### config.mk
export PLATFORM = sky130hd
export DESIGN_NAME = round_counter_bank
export DESIGN_NICKNAME = d
export VERILOG_FILES = /design/src/rtl/crypto_pkg.sv /design/src/rtl/round_counter_cell.sv /design/src/rtl/round_counter_bank.sv
export SDC_FILE = /design/constraint.sdc
export NUM_CORES = 1
export LEC_CHECK = 0
export ABC_AREA = 1
export BUFFER_PORTS_ARGS = -buffer_cell sky130_fd_sc_hd__buf_2
export CAP_MARGIN = 20
export CORE_ASPECT_RATIO = 0.7
export CORE_MARGIN = 8
export CORE_UTILIZATION = 45
export DETAILED_ROUTE_END_ITERATION = 12
export PLACE_DENSITY = 0.75
export SLEW_MARGIN = 20
export SYNTH_ARGS = -nofsm -noshare
export SYNTH_HDL_FRONTEND = slang
export SYNTH_SLANG_ARGS = --single-unit
### constraint.sdc
create_clock -name clk -period 1.2 [get_ports clk]
set_input_delay 0 -clock clk [delete_from_list [all_inputs] [get_ports clk]]
set_output_delay 0 -clock clk [all_outputs]
set_load 0.005 [all_outputs]
### src/rtl/crypto_pkg.sv
// Shared mode constants and select-width helper for the round counter bank.
package crypto_pkg;

  localparam int MODE_WRAP = 0;
  localparam int MODE_SAT  = 1;

  // A single channel still needs a one-bit select port.
  function automatic int sel_width(input int channels);
    return (channels > 1) ? $clog2(channels) : 1;
  endfunction

endpackage

### src/rtl/round_counter_cell.sv
// One counter channel: clr > load > add priority, load clamp, wrap/saturate at MAX_COUNT.
// Latency: count updates on the next clk edge; wrap is a same-cycle combinational event; no backpressure.
module round_counter_cell
  import crypto_pkg::*;
#(
  parameter int WIDTH     = 4,
  parameter int MAX_COUNT = 10,
  parameter int SATURATE  = MODE_WRAP
) (
  input  logic             clk,
  input  logic             rst,
  input  logic             sel,
  input  logic             add,
  input  logic             load,
  input  logic [WIDTH-1:0] load_val,
  input  logic             clr,
  output logic [WIDTH-1:0] count,
  output logic             done,
  output logic             wrap
);

  localparam logic [WIDTH-1:0] MAX_VAL = WIDTH'(MAX_COUNT);

  logic [WIDTH-1:0] count_nxt;

  always_comb begin
    count_nxt = count;
    wrap      = 1'b0;
    if (sel) begin
      if (clr) begin
        count_nxt = '0;
      end else if (load) begin
        count_nxt = (load_val > MAX_VAL) ? MAX_VAL : load_val;
      end else if (add) begin
        if (count < MAX_VAL) begin
          count_nxt = count + 1'b1;
        end else if (SATURATE == MODE_WRAP) begin
          count_nxt = '0;
          wrap      = 1'b1;
        end else begin
          count_nxt = MAX_VAL;
        end
      end
    end
  end

  always_ff @(posedge clk or negedge rst) begin
    if (!rst) begin
      count <= '0;
    end else begin
      count <= count_nxt;
    end
  end

  assign done = (count == MAX_VAL);

endmodule

### src/rtl/round_counter_bank.sv
// Bank of CHANNELS round counters with a registered show port and a registered any-channel wrap pulse.
// Latency: count_out/count_valid/wrap_pulse one cycle after the request, done is combinational; no backpressure.
module round_counter_bank
  import crypto_pkg::*;
#(
  parameter int WIDTH     = 4,
  parameter int CHANNELS  = 2,
  parameter int MAX_COUNT = 10,
  parameter int SATURATE  = MODE_WRAP,
  localparam int SELW     = sel_width(CHANNELS)
) (
  input  logic                clk,
  input  logic                rst,
  input  logic [SELW-1:0]     ch_sel,
  input  logic                add,
  input  logic                load,
  input  logic [WIDTH-1:0]    load_val,
  input  logic                clr,
  input  logic                show,
  output logic [WIDTH-1:0]    count_out,
  output logic                count_valid,
  output logic [CHANNELS-1:0] done,
  output logic                wrap_pulse
);

  logic [WIDTH-1:0]    counts [CHANNELS];
  logic [CHANNELS-1:0] wrap_vec;
  logic [WIDTH-1:0]    shown;

  for (genvar i = 0; i < CHANNELS; i++) begin : g_cell
    round_counter_cell #(
      .WIDTH     (WIDTH),
      .MAX_COUNT (MAX_COUNT),
      .SATURATE  (SATURATE)
    ) u_cell (
      .clk      (clk),
      .rst      (rst),
      .sel      (ch_sel == SELW'(i)),
      .add      (add),
      .load     (load),
      .load_val (load_val),
      .clr      (clr),
      .count    (counts[i]),
      .done     (done[i]),
      .wrap     (wrap_vec[i])
    );
  end

  // Out-of-range selects match no channel, so the mux falls through to zero.
  always_comb begin
    shown = '0;
    for (int i = 0; i < CHANNELS; i++) begin
      if (ch_sel == SELW'(i)) begin
        shown = counts[i];
      end
    end
  end

  always_ff @(posedge clk or negedge rst) begin
    if (!rst) begin
      count_out   <= '0;
      count_valid <= 1'b0;
      wrap_pulse  <= 1'b0;
    end else begin
      if (show) begin
        count_out <= shown;
      end
      count_valid <= show;
      wrap_pulse  <= |wrap_vec;
    end
  end

endmodule

==> reports/metrics.yaml <==
clkTransAtPathRegs_ns: 0.08
run_status: "finished with violations"
worst_hold_path_type: "input port to register"
cts.htree.levels: 1
finClkSkew_ns: 0.000729
cp_slowest_stage_delay_ns: 0.46
relSlewSlack: 0.779
max_freq_ghz: 0.799
vias_per_cell: 4.94
p_leak_nw: 0.635
grt_start_max_net_pins: 15
crit_path_end_kind: "register"
gpl.final_weighted_congestion: 0.805
power_report.internal_total_mw: 0.856
vias_in_the_first_global_route: 824
worst_path_most_repeated_cell: "sky130_fd_sc_hd__nand2_1"
std_cell_rows: 13
setup_viol: 2
power.switching_mw: 0.392
clock_path_buffers: 2
worstPathRequired_ns: 1.38
tritoncts_num_sinks: 14
number_of_distinct_library_cell_variants_in_the_gate_level_netlist_after_synthesis: 19
route.final.wire_length_mm: 2.13
grt_antenna_before_repair: 0
antenna_violating_nets_post_route: 0
worst_slew_pin_slew_ns: 0.332
core_region_area_sq_um: 1870
dieArea_sq_um: 3700
p_sw_frac: 0.314
total_clock_buffers_created_by_cts: 3
crit_fanout: 4
critical_path_class: "register to register"
die_h_microns: 53.3
clkLatencyLatePin_ns: 0.28
route.vias.total: 869
io_pins: 19
initial_core_utilization: 0.479
finalCritPeriodShare: 1.04
ys_seq_elements: 14
drive_above_1_share: 0.286
pre_cts_ws_ns: 0.0160
final_core_util: 0.615
cap_violations: 0
x_dimension_of_the_die_microns: 69.3
worst_ir_drop_vdd_mv: 0.712
fin_ws_ns: -0.0521
synthesis.area_sq_um: 896
setup_repair_after_global_routing_missed_its_margin: "true"
post_synth.cell_area_avg_sq_um: 7.00
crit_chain: "ha_4, or2_1, nand3_1, nand2_1, nand2_1, nand2_1"
area_growth_syn_to_layout_pct: 28.4
synth_async_sr_flop_share: 1.00
drc_errors: 0
critical_path_buf_inv_count: 0
netlist_instances: 128
tritoncts: "done"
violations: "setup timing"
synth-main-ff-cell: "sky130_fd_sc_hd__dfrtp_1"
comb_power_share: 0.262
global_route.usage.total: 0.118
global_route_wire_length_before_repair_mm: 3.56
ys_warn_count: 0
slowest_cell_on_the_critical_path: "sky130_fd_sc_hd__dfrtp_2"
power_frac_seq: 0.469
timing_max_transition_violations_final: 0
initialDrtViolationCount: 49
place_hpwl_mm: 1.53
clkPwrFrac: 0.269
critical-path-top-delay-family: "simple AND/OR/NAND/NOR gates"
seq_total_area_yosys: 0.391
wl_per_cell_microns: 12.1
timing.final.crit_period_ns: 1.25
synth_nets: 143
report.final.hold_viol_count: 0
antenna_cells_inserted: 0
nets: 170
drt_pass1_iterations: 4
clk_root_buffer_cell: "sky130_fd_sc_hd__clkbuf_4"
setup.worst_path.start_class: "register"
critical_path_arrival_ns: 1.43
power-per-cell-area_nw_per_um2: 1090
globalRoute.totalOverflow: 0
numPortBuffers: 18
synth_enable_flop_cells: 0
report.power.total_mw: 1.25
[kinds of logic (layout without fill, tap and decap cells)]
group                    Yosys count  after routing  share of synthesized area
buffers and inverters             15             41                     0.0712
AO/OA/AOI/OAI                      8              8                     0.0545
adder cells (fa/ha/maj)            4              4                     0.0559
flip-flops                        14             14                      0.391
AND/OR/NAND/NOR                   87             87                      0.427
[through the flow]
| stage | cells | setup TNS [ns] | hold slack, ns | instance area, sq um |
|---|---|---|---|---|
| floorplan | 128 | 0 | -0.296 | 896 |
| global placement | 166 | 0 | -0.0853 | 1000 |
| detailed placement | 166 | 0 | -0.0844 | 1000 |
| CTS | 176 | 0 | 0.000485 | 1100 |
| global route | 176 | -0.371 | 0.0121 | 1150 |
| finish | 176 | -0.0565 | 0.00774 | 1150 |
[final timing paths]
path	cells past startpoint	startpoint	endpoint	slack (ns)
min in group asynchronous	2	rst	g_cell[1].u_cell.count[2]	0.15
max in group asynchronous	2	rst	g_cell[0].u_cell.count[1]	0.78
min reg2reg	2	count_out[2]	count_out[2]	0.54
min	2	ch_sel	wrap_pulse	0.008
max	6	g_cell[0].u_cell.count[1]	g_cell[0].u_cell.count[2]	-0.05
max reg2reg	6	g_cell[0].u_cell.count[1]	g_cell[0].u_cell.count[2]	-0.05
[cell usage after synthesis (2+ instances only)]
cell                       count  share of area
sky130_fd_sc_hd__inv_1        11          0.046
sky130_fd_sc_hd__ha_1          4          0.056
sky130_fd_sc_hd__a31oi_1       4          0.028
sky130_fd_sc_hd__nor2_1        9          0.038
sky130_fd_sc_hd__nor2_2        3          0.021
sky130_fd_sc_hd__nand3b_1      2          0.017
sky130_fd_sc_hd__and3_1        2          0.014
sky130_fd_sc_hd__a21oi_1       2          0.011
sky130_fd_sc_hd__nand3_1       7          0.039
sky130_fd_sc_hd__nand2_4       3          0.038
sky130_fd_sc_hd__buf_4         2          0.017
sky130_fd_sc_hd__nand2_1      59           0.25
sky130_fd_sc_hd__dfrtp_1      14           0.39
[routing by layer]
metal,track usage,up-vias,wire length [microns]
met5,0,-,0
met4,0.0136,0,0
met3,0.0653,0,185
met2,0.189,29,861
met1,0.139,390,1080
li1,-,450,-
[registers in the layout, summed over array words and instances, names as in the netlist]
signal               count
count_out                4
wrap_pulse               1
g_cell.u_cell.count      8
count_valid              1
[placed cells by master, fill, tap and decap left out]
cell type | Yosys | final
sky130_fd_sc_hd__nor2_1 | 9 | 9
sky130_fd_sc_hd__dlygate4sd3_1 | 0 | 3
sky130_fd_sc_hd__buf_2 | 0 | 17
sky130_fd_sc_hd__nand3_1 | 7 | 7
sky130_fd_sc_hd__and3_4 | 0 | 1
sky130_fd_sc_hd__clkbuf_8 | 0 | 1
sky130_fd_sc_hd__ha_4 | 0 | 2
sky130_fd_sc_hd__clkbuf_4 | 0 | 3
sky130_fd_sc_hd__buf_6 | 0 | 2
sky130_fd_sc_hd__buf_4 | 2 | 3
sky130_fd_sc_hd__nor2_2 | 3 | 3
sky130_fd_sc_hd__inv_1 | 11 | 9
sky130_fd_sc_hd__o21ai_2 | 1 | 1
sky130_fd_sc_hd__dfrtp_2 | 0 | 2
sky130_fd_sc_hd__a31oi_1 | 4 | 4
sky130_fd_sc_hd__or2_0 | 1 | 1
sky130_fd_sc_hd__nand2_4 | 3 | 3
sky130_fd_sc_hd__or2_1 | 1 | 1
sky130_fd_sc_hd__and3_1 | 2 | 1
sky130_fd_sc_hd__ha_2 | 0 | 2
sky130_fd_sc_hd__o21ai_4 | 0 | 1
sky130_fd_sc_hd__nand2_1 | 59 | 59
sky130_fd_sc_hd__inv_2 | 1 | 3
sky130_fd_sc_hd__nand3b_1 | 2 | 2
sky130_fd_sc_hd__a21oi_1 | 2 | 2
sky130_fd_sc_hd__dfrtp_1 | 14 | 12
[power by group through the flow]
stage | sequential, mW | combinational, mW | clock (mW)
final | 0.586 | 0.327 | 0.336
after global routing | 0.594 | 0.383 | 0.378
after floorplan | 0.576 | 0.176 | 0
after CTS | 0.571 | 0.308 | 0.350
after global placement | 0.579 | 0.268 | 0
after detailed placement | 0.583 | 0.273 | 0
[cell type report]
class | instances | area [sq um]
clock buffer | 4 | 36.3
fill | 174 | 721
inverter | 12 | 45.0
multi-input combinational | 99 | 528
sequential | 14 | 353
tap | 22 | 27.5
timing repair buffer | 25 | 160
[what timing repair did]
| item | CTS | global route |
|---|---|---|
| gates resized for setup | 4 | 11 |
| endpoints found under the setup margin | 2 | 9 |
| hold endpoints to repair | 16 | 0 |
| setup buffers | 3 | 0 |
| pin swaps | 1 | 1 |
| hold buffers | 3 | 0 |
Note: power is estimated with default switching activity, not from simulation.
